## src/rtl/rr_muxn.sv

```systemverilog
// N-to-1 mux with fixed-select or round-robin arbitration into a one-entry output register.
// One cycle from grant to out_valid; a stalled output blocks all grants (in_ready stays 0).
module rr_muxn #(
   parameter  int N  = 8,
   parameter  int W  = 8,
   localparam int SW = $clog2(N)
) (
   input  logic           clk,
   input  logic           rst,
   input  logic [N*W-1:0] in_data,
   input  logic [N-1:0]   in_valid,
   output logic [N-1:0]   in_ready,
   input  logic           mode,
   input  logic [SW-1:0]  sel,
   output logic [W-1:0]   out_data,
   output logic           out_valid,
   input  logic           out_ready,
   output logic [SW-1:0]  out_ch
);

   logic [SW-1:0] ptr;
   logic          load;
   logic          gvld;
   logic [SW-1:0] gidx;
   logic [N-1:0]  grant;
   int            idx;

   assign load = !out_valid || out_ready;

   // rst gates the grant so in_ready is zero for the whole reset interval.
   always_comb begin
      gvld  = 1'b0;
      gidx  = '0;
      grant = '0;
      idx   = 0;
      if (!rst && load) begin
         if (mode) begin
            for (int k = 0; k < N; k++) begin
               idx = (int'(ptr) + k) % N;
               if (!gvld && in_valid[idx]) begin
                  gvld = 1'b1;
                  gidx = SW'(idx);
               end
            end
         end else if (int'(sel) < N) begin
            if (in_valid[sel]) begin
               gvld = 1'b1;
               gidx = sel;
            end
         end
      end
      if (gvld) grant[gidx] = 1'b1;
   end

   assign in_ready = grant;

   always_ff @(posedge clk or posedge rst) begin
      if (rst) begin
         out_valid <= 1'b0;
         out_data  <= '0;
         out_ch    <= '0;
         ptr       <= '0;
      end else begin
         if (gvld) begin
            out_valid <= 1'b1;
            out_data  <= in_data[int'(gidx)*W +: W];
            out_ch    <= gidx;
            if (mode) ptr <= (int'(gidx) == N-1) ? '0 : gidx + SW'(1);
         end else if (out_ready) begin
            out_valid <= 1'b0;
         end
      end
   end

endmodule

```

## config.mk

```make
export PLATFORM = sky130hd
export DESIGN_NAME = rr_muxn
export DESIGN_NICKNAME = d
export VERILOG_FILES = /design/src/rtl/rr_muxn.sv
export SDC_FILE = /design/constraint.sdc
export NUM_CORES = 1
export LEC_CHECK = 0
export BUFFER_PORTS_ARGS = -buffer_cell sky130_fd_sc_hd__buf_2
export CAP_MARGIN = 30
export CORE_ASPECT_RATIO = 0.7
export CORE_MARGIN = 5
export CORE_UTILIZATION = 50
export CTS_CLUSTER_DIAMETER = 150
export DETAILED_ROUTE_END_ITERATION = 16
export PLACE_DENSITY = 0.89
export SLEW_MARGIN = 15
export SYNTH_ARGS = -nofsm -noshare
export SYNTH_HDL_FRONTEND = slang
export SYNTH_SLANG_ARGS = --single-unit
```

## constraint.sdc

```tcl
create_clock -name clk -period 7.4 [get_ports clk]
set_clock_uncertainty 0.1 [all_clocks]
set_input_delay 0.37 -clock clk [delete_from_list [all_inputs] [get_ports clk]]
set_output_delay 0.37 -clock clk [all_outputs]
set_load 0.1 [all_outputs]
```

# After elaboration in Yosys (flattened, before gate mapping)
# Index checks and enable logic that the tools add are counted.
# totals
out_inout_bits	20
reg_bits	15
# classes
addsub	8
reduce_logical	28
n_shift	1
muxes	67
bitwise_logic	7
magnitude_cmp	11
eq_ne	1
# op_table
operator	n
variable part select 64 x 7 -> 8 bit	1
two-way mux 1 bit	44
two-way mux 3 bit	12
less-than comparator 4 x 5 -> 1 bit, second input constant	7
binary-select mux 1 bit (select 3 bit)	9
OR reduction 3 bit	7
adder 3 bit, second input constant	4
less-than comparator 3 x 4 -> 1 bit, second input constant	3
logical AND 1 bit	9
zero test 1 bit	9
two-way mux 8 bit	1
bitwise AND 1 bit, first input constant	7
adder 3 x 1 -> 3 bit, second input constant	2
adder 3 x 2 -> 3 bit, second input constant	2
demux 1 bit (select 3 bit)	1
equality test 3 x 1 -> 1 bit, second input constant	1
greater-or-equal comparator 3 x 1 -> 1 bit, second input constant	1
AND reduction 2 bit	1
nonzero test 2 bit	1
logical OR 1 bit	1

# Longest topological paths before layout
# Gate-level depths: netlist of run 1.
# depth
depth_word	45
mapped_depth	17

# Worst setup path before layout of run 1
# Ideal clock, no wire load.
# synth_path
path_kind	register to output
from	reg ptr[0]
to	out in_ready[2]
path_buffers	4
path_stages_with_launch	14
arrival_ns	5.407
slack_ns	1.523
path_cell_list	dfrtp_1 > buf_6 > buf_12 > buf_2 > inv_1 > ha_1 > xor2_1 > mux4_2 > nor4_4 > o221a_1 > o2111ai_2 > o21a_1 > clkbuf_1 > nor3_1
# synth_between
elab_chain_len	45
elab_cells_between_ends	84
# synth_lines
item	line	rtl
start: declaration	21	logic [SW-1:0] ptr;
start signal: assignment	68	if (mode) ptr <= (int'(gidx) == N-1) ? '0 : gidx + SW'(1);
parallel branches: the longest is 44 deep, another holds adder 3 x 1 -> 3 bit	--	
two-way mux 8 bit (*)	52	if (gvld) grant[gidx] = 1'b1;
end: declaration	12	output logic [N-1:0] in_ready,
# Every way passes the cells marked *. The select of a mux whose other input is x is not followed.

# Worst setup path after layout of run 1
# layout_path
from	reg ptr[1]
to	out in_ready[0]
# The elaborated chain is that of the path after synthesis.

==> results.txt, run 1 <==
- Post-CTS Resized: 0
- Vertical die dimension: 68.40 um
* Worst setup path startpoint: ptr[1]$_DFFE_PP0P_
- End of the worst register-to-register path: out_data[2]$_DFFE_PP0P_
* Total clock sinks: 15
* Dominant combinational cell family by area after synthesis: multiplexers
- After clock tree synthesis, the flow added hold-fix buffers numbering 0.
* Number of I/O pins: 99
- The synthesized netlist devotes 0.7191% of its cell area to XOR and XNOR gates.
* Most Frequent Cell on Critical Path: nor2_1
- Antenna diodes: 0
* Multiplexer fraction of the synthesized cell area: 35.39%
- Register area share after synthesis: 15.41%
* Number of nets at the end of the flow: 418
- In the routed design, unresolved DRC markers number 0.
* Number of cells produced by synthesis: 249
- Area of the mapped netlist: 0.002436 mm^2
* Tcrit/Tclk final: 75.65%
- Once the floorplan was initialized, standard cells occupied 51.22% of the core.
- Cell-by-cell listing of the critical path: inv_1 > ha_1 > mux4_2 > nor2b_1 > nor2_1 > o21ai_0 > o221a_1 > o2111ai_2 > o2111ai_1 > nor2_1 > buf_2
* Final Hold Slack: 75.49 ps
- After Yosys synthesis, full adders, half adders and majority gates account for 1.541% of the synthesized area.
- Across the run, the number of max-cap violations was 0.
* Half-perimeter wire length of the detailed placement result: 5883 um
- Worst supply voltage drop on vdd: 0.3317 mV
- Post-DR vias/cell: 6.426
- Total core area: 0.004756 mm^2
- Path depth of the worst reg2reg path: 11
* Outcome: finished clean
- Global-route wire length before repair: 11,760 um
- Clock-pin slew on the worst setup and hold paths: 70 ps
- Via count of the first global-routing pass: 2,397
- Floorplan die width: 93.43 um
- The final number of max-transition violations came to 0.
* Leading cell type by number of instances after synthesis: mux2i_1
* Maximum clock insertion buffer count: 2
- Slack of the worst reg-to-reg path: 2360 ps
- The floorplan has 21 rows.
- Yosys printed 0 warnings.
* Fraction of layout instances using a drive strength above 1: 42.39%
- The most critical setup path has its endpoint at in_ready[0].
* Detailed-routing iteration count for the pre-antenna-repair pass: 5
- The worst setup path is captured at a primary output.
- At the worst endpoint, the arrival time is 5130 ps.
- TritonCTS built the clock tree.
* Critical path class: flip-flop to primary output
* Total global routing overflow: 0
- After synthesis, the share of flip-flops with an asynchronous set or reset is 100.0%.
- In this run the post-CTS setup repair buffer count came out at 0.
- Power per standard cell area: 383.1 mW/mm^2
- Leakage power: 0.001343 uW
- Setup slack on the critical path of the routed design comes to 1802 ps.
- Clock buffers created by TritonCTS: 3
- The clock period could shrink to 5598 ps.
* Startpoint kind of the worst setup timing path: flip-flop
- Timing analysis after detailed placement gives a worst setup slack of 1942 ps.
- Largest stage delay on the critical path: 880 ps
* Final count of negative-setup-slack endpoints: 0
- In the global route stage, overall resource usage came out at 23.16%.
* Die outline area: 0.006391 mm^2
- Number of distinct standard cells referenced by the synthesized netlist: 59
* Top cell type's share of synthesized area: 16.64%
- STA puts the critical path data required time at 6930 ps.
- Reg-to-reg startpoint: ptr[1]$_DFFE_PP0P_
- Of all nets on the critical path, the largest fanout is 27.
- The tree is rooted in a clkbuf_8.
* Maximum clock frequency: 0.1786 GHz
* Hold Path Class: input port to async pin
* Setup tns final: 0 ps
* Least-Margin Pin Slew: 839.0 ps
- In this run, synthesis inferred 0 flip-flops with an integrated enable.
- After detailed routing, the average wire length per cell comes to 19.08 um.
- Predominant post-synthesis flop cell: dfrtp_1
* Final RePlAce weighted congestion: 0.9685
* Number of violations reported at the end of detailed-routing iteration 0: 217
* Flop and latch count out of synthesis: 15
* Drt total wl: 7707 um
* Dominant cell type by area after synthesis: mux4_2
* CTS H-Tree Depth: 1
* Latest clock arrival within the worst-skew pair: 260 ps
- The number of antenna violations at the first check in global routing is 0.
- Relative to the synthesized area, the layout overhead comes to 22.19%.
* Mapped Nets: 331
- Remaining number of nets flagged by the antenna check after routing: 0
- Master of the slowest instance on the critical path: ha_1
- Pin count of the biggest net entering global routing: 37
* Final Hold Vio Count: 0
- Port buffer count: 98
- Mean cell area of the mapped netlist: 9.783 um^2
- Summing the areas of all and, or, nand and nor instances in the mapped netlist gives 17.15% of the synthesized area.
- Count of vias placed by the detailed router: 2,596
- Compound-Gate Fraction of Synth Area: 23.68%
* Setup repair after global routing missed its margin: false
- By count the netlist is led by mux2i_1, mux4_2, nor2_1, dfrtp_1, nand2_1.
- By area the synthesized netlist is led by mux4_2, dfrtp_1, mux2i_1, o2bb2ai_1, mux4_1.
- Max-slew headroom: 44.07%
## worst min path at each step
| stage | to | from | slack, ps | cells after the start |
|---|---|---|---|---|
| after floorplan | out_ch[0]$_DFFE_PP0P_ | rst | 170 | 1 |
| after global placement | out_valid$_DFFE_PP0P_ | rst | 360 | 2 |
| after detailed placement | out_data[7]$_DFFE_PP0P_ | rst | 370 | 2 |
| after CTS | ptr[0]$_DFFE_PP0P_ | rst | 90 | 2 |
| after global routing | ptr[2]$_DFFE_PP0P_ | rst | 140 | 2 |
| final | ptr[0]$_DFFE_PP0P_ | rst | 80 | 2 |
## per-layer routing
metal | vias to the layer above | track usage [%] | part of all wire (%)
met5 | - | 0 | 0
met4 | 0 | 6.216 | 1.3
met3 | 14 | 5.385 | 8.7
met2 | 155 | 35.53 | 48
met1 | 1250 | 32.86 | 42
li1 | 1177 | - | -
## stage by stage
step,util [%],instance area [um^2],std cells,total power [uW]
after floorplan,-,2436,249,908.0
after global placement,61.33,2917,399,1034
after detailed placement,61.33,2917,399,1052
after CTS,62.35,2965,403,1125
after global routing,62.59,2977,404,1201
final,62.59,2977,404,1140
## logic make-up after synthesis
group	after synthesis
AO/OA/AOI/OAI	72
XOR/XNOR	2
adder cells (fa/ha/maj)	3
buffers and inverters	28
flip-flops	15
multiplexers	57
AND/OR/NAND/NOR	72
## state kept, by name, indices dropped and copies added, names as in the netlist
name and flops:
out_ch 3, out_data 8, out_valid 1, ptr 3
## layout make-up
type | instances | area [um^2]
Clock buffer | 3 | 41.29
Fill cell | 374 | 1779
Sequential cell | 15 | 375.4
Multi-Input combinational cell | 206 | 1912
Tap cell | 69 | 86.33
Inverter | 8 | 30.03
Timing Repair Buffer | 102 | 524.3
Clock inverter | 1 | 7.507
## where the power goes
part	internal (uW)	total, uW	switching [uW]
sequential	117	154	37.5
clock	38.0	71.3	33.3
combinational	307	915	608
## worst max-delay path, delay by kind of cell, from the launching register on
kind	cells	cell delay, ps
AO/OA/AOI/OAI	4	1200
adder cells (fa/ha/maj)	1	880
buffers and inverters	2	660
flip-flops	1	690
multiplexers	1	620
AND/OR/NAND/NOR	3	780
## placed cells by master, fill, tap and decap left out, types with 4 or more instances in the layout
master     instances
a211o_1            9
a21o_1             4
a21oi_1            4
a31oi_1            8
and2_1             4
buf_2             98
dfrtp_1           15
inv_1              8
mux2_2             6
mux2i_1           28
mux4_2            18
nand2_1           13
nor2_1            18
nor2b_1            5
nor3_1            10
o21ai_0            8
o2bb2ai_1         10
o31ai_1            4
Note: power is estimated with default switching activity, not from simulation.
==> run 2: changes to the inputs <==
--- a/config.mk
+++ b/config.mk
@@ -9,10 +9,10 @@
 export CAP_MARGIN = 30
 export CORE_ASPECT_RATIO = 0.7
 export CORE_MARGIN = 5
-export CORE_UTILIZATION = 50
+export CORE_UTILIZATION = 45
 export CTS_CLUSTER_DIAMETER = 150
 export DETAILED_ROUTE_END_ITERATION = 16
-export PLACE_DENSITY = 0.89
+export PLACE_DENSITY = 0.85
 export SLEW_MARGIN = 15
 export SYNTH_ARGS = -nofsm -noshare
 export SYNTH_HDL_FRONTEND = slang
==> constraint.sdc (replaced) <==
create_clock -name clk -period 4.8 [get_ports clk]
set_clock_uncertainty 0.1 [all_clocks]
set_input_delay 0.24 -clock clk [delete_from_list [all_inputs] [get_ports clk]]
set_output_delay 0.24 -clock clk [all_outputs]
set_load 0.1 [all_outputs]
==> results.txt, run 2 (synthesized netlist as in run 1, its figures left out) <==
* Outcome: finished clean
* WP data arrival: 4100 ps (-1030 ps)
- The power density over the cells came to 584.3 mW/mm^2 (+53%).
- The largest fanout of any net on the critical path is 12 (-56%).
* Number of I/O pins: 99 (unchanged)
* Count of placed standard cells including taps: 418 (+4.8%)
- Remaining number of nets flagged by the antenna check after routing: 0 (unchanged)
- Pin count of the biggest net entering global routing: 16 (-57%)
* Path depth of the worst reg2reg path: 12 (+1)
* Total global routing overflow: 0 (unchanged)
- Leakage power: 0.001447 uW (+7.8%)
- The floorplan die area is 0.007009 mm^2 (+9.7%).
- Maximum clock frequency: 0.2253 GHz
- Slack of the worst reg-to-reg path: 610 ps (-1750 ps)
* Largest registers ranked by flip-flop count: out_data (8), out_ch (3), ptr (3)
- The worst supply voltage drop on vdd was 0.4116 mV (+24%).
* Startpoint kind of the worst setup timing path: flip-flop
- The utilization after layout is 61.28% (-1.3 points).
- In the layout the commonest cells are buf_2, mux2i_1, mux4_2, buf_4, nor2_1.
- End of the worst register-to-register path: out_data[1]$_DFFE_PP0P_
* Post-DR vias/cell: 6.284 (-2.2%)
- The final critical-path setup slack came to 360.7 ps (-1441 ps).
* Cell-by-cell listing of the critical path: inv_1 > ha_1 > mux4_2 > nor2b_1 > nor2_1 > buf_4 > o21ai_0 > o221a_1 > o2111ai_2 > o21a_1 > and3_1 > buf_12
- Number of flip-flops under the largest register name: 8 (unchanged)
- Counting instances, the worst hold path has a depth of 3.
- Antenna violations before repair: 0 (unchanged)
- Total Routing Usage GR: 24.35% (+1.2 points)
* Initial core utilization: 46.34% (-4.9 points)
- Least-Margin Pin Slew: 608.1 ps (-230.9 ps)
- The deepest level of the CTS H-tree was 1 (unchanged).
- Final critical path time including I/O delays and setup: 4439 ps
* Number of setup buffers added after CTS: 0 (unchanged)
* Hold Path Class: input port to flip-flop
- Tcrit/Tclk final: 92.49%
* Capturing element type of the critical path: primary output
- The startpoint identified for the worst register-to-register timing path is ptr[0]$_DFFE_PP0P_.
- Vertical die dimension: 71.56 um (+4.6%)
- Average wire per standard cell: 20.05 um (+5.1%)
* Master of the slowest instance on the critical path: mux4_2
* CTS Root Cell: clkbuf_8
- The clock sink count came to 15 (unchanged).
- Critical path class: flip-flop to primary output
* Final Hold Vio Count: 0 (unchanged)
* Half-perimeter wire length of the detailed placement result: 6711 um (+14%)
- Remaining design rule violation count: 0 (unchanged)
- Fraction of layout instances using a drive strength above 1: 45.87% (+3.5 points)
- The wire length after detailed routing came to 8480 um (+10%).
- Setup repair after global routing left no endpoint under its margin.
* Relative area change from synthesis to final layout: 32.25%
- Largest stage delay on the critical path: 590 ps (-290 ps)
* Reported max-cap violation count: 0 (unchanged)
- Count of vias placed by the detailed router: 2,658 (+2.4%)
- The path with the worst hold slack has its endpoint at out_valid$_DFFE_PP0P_.
* Via count of the first global-routing pass: 2,721 (+14%)
* Max-slew headroom: 59.42% (+15 points)
* Maximum clock insertion buffer count: 2 (unchanged)
* Total core area: 0.005258 mm^2 (+11%)
- Clock buffers created by TritonCTS: 3 (unchanged)
- Antenna diodes: 0 (unchanged)
- The number of port buffers was 98 (unchanged).
- Final instance count without filler cells: 423 (+4.7%)
- Global-route wire length before repair: 13,990 um (+19%)
- Floorplan die width: 97.94 um (+4.8%)
* Final count of negative-setup-slack endpoints: 0 (unchanged)
- The weighted congestion reported at the end of routability-driven placement was 0.9994 (+3.2%).
- Clock-pin slew on the worst setup and hold paths: 70 ps (about the same)
- Final-report max-slew violation count: 0 (unchanged)
* Detailed-routing iteration count for the pre-antenna-repair pass: 5 (unchanged)
- The library cell used most frequently in the layout, excluding fill and tap cells, is buf_2.
- The final net count is 434 (+3.8%).
- The clock insertion delay at the later pin of the skew report came to 250 ps (about the same).
- Cell row count: 22 (+4.8%)
- The worst hold slack across all endpoints came to 182.0 ps (+106.5 ps).
* Endpoint required time on the critical path: 4460 ps (-2470 ps)
* Register containing the most flip-flops in the final layout: out_data
- TritonCTS built the clock tree.
- The count of routing violations after the opening detailed-route iteration is 217 (unchanged).
- Worst Hold Launch: out_ready
- The worst setup timing slack at the placement stage is 686.9 ps (-1255 ps).
[run 2: cell count changes in the layout (fill, tap and decap cells not counted), sizes merged]
| cell | delta |
|---|---|
| clkinvlp | -1 |
| clkinv | +1 |
| dlygate4sd3 | +1 |
| buf | +15 |
[run 2: worst max-delay path by stage]
stage / startpoint / to
after global placement: ptr[0]$_DFFE_PP0P_ / out_data[0]$_DFFE_PP0P_
after CTS: ptr[0]$_DFFE_PP0P_ / in_ready[5]
after floorplan: ptr[0]$_DFFE_PP0P_ / in_ready[4]
after detailed placement: ptr[0]$_DFFE_PP0P_ / out_data[1]$_DFFE_PP0P_
final: ptr[0]$_DFFE_PP0P_ / in_ready[5]
after global routing: ptr[0]$_DFFE_PP0P_ / in_ready[5]
[run 2: area by class of cell]
type	instances	area, um^2
Tap cell	72	90.09
Inverter	8	30.03
Fill cell	432	2036
Clock buffer	3	41.29
Sequential cell	15	375.4
Multi-Input combinational cell	206	1924
Clock inverter	1	5.005
Timing Repair Buffer	118	755.7
[run 2: power breakdown]
group / switching [uW] / internal (uW) / leakage, uW
Clock: 48.9 / 57.6 / 0.0000255
Combinational: 1000 / 557 / 0.00124
Sequential: 36.2 / 181 / 0.000182
[run 2: critical path: cells and delay by family, from the launching register on]
family | cells | cell delay (ps)
compound gates | 4 | 1140
fa+ha+maj | 1 | 560
buf+inv | 3 | 450
simple gates | 3 | 620
flops | 1 | 460
mux | 1 | 590
[run 2: metal layers]
metal	up-vias	GRT usage [%]	wire length, um
li1	1211	-	-
met1	1286	33.41	3409
met2	148	40.35	4216
met3	13	5.156	733
met4	0	4.301	121
met5	-	0	0
[run 2: timing repair]
| item | 4_1_cts | 5_1_grt |
|---|---|---|
| gates resized for setup | 0 | 0 |
| hold buffers | 1 | 0 |
| hold endpoints to repair | 15 | 0 |
[run 2: metrics by stage]
step	total power, uW	setup TNS [ps]	cell area (um^2)
2_1_floorplan	1403	-410.4	2449
3_3_place_gp	1711	0	3151
3_5_place_dp	1751	0	3166
4_1_cts	1864	0	3222
5_1_grt	1992	0	3222
6_report	1883	0	3222
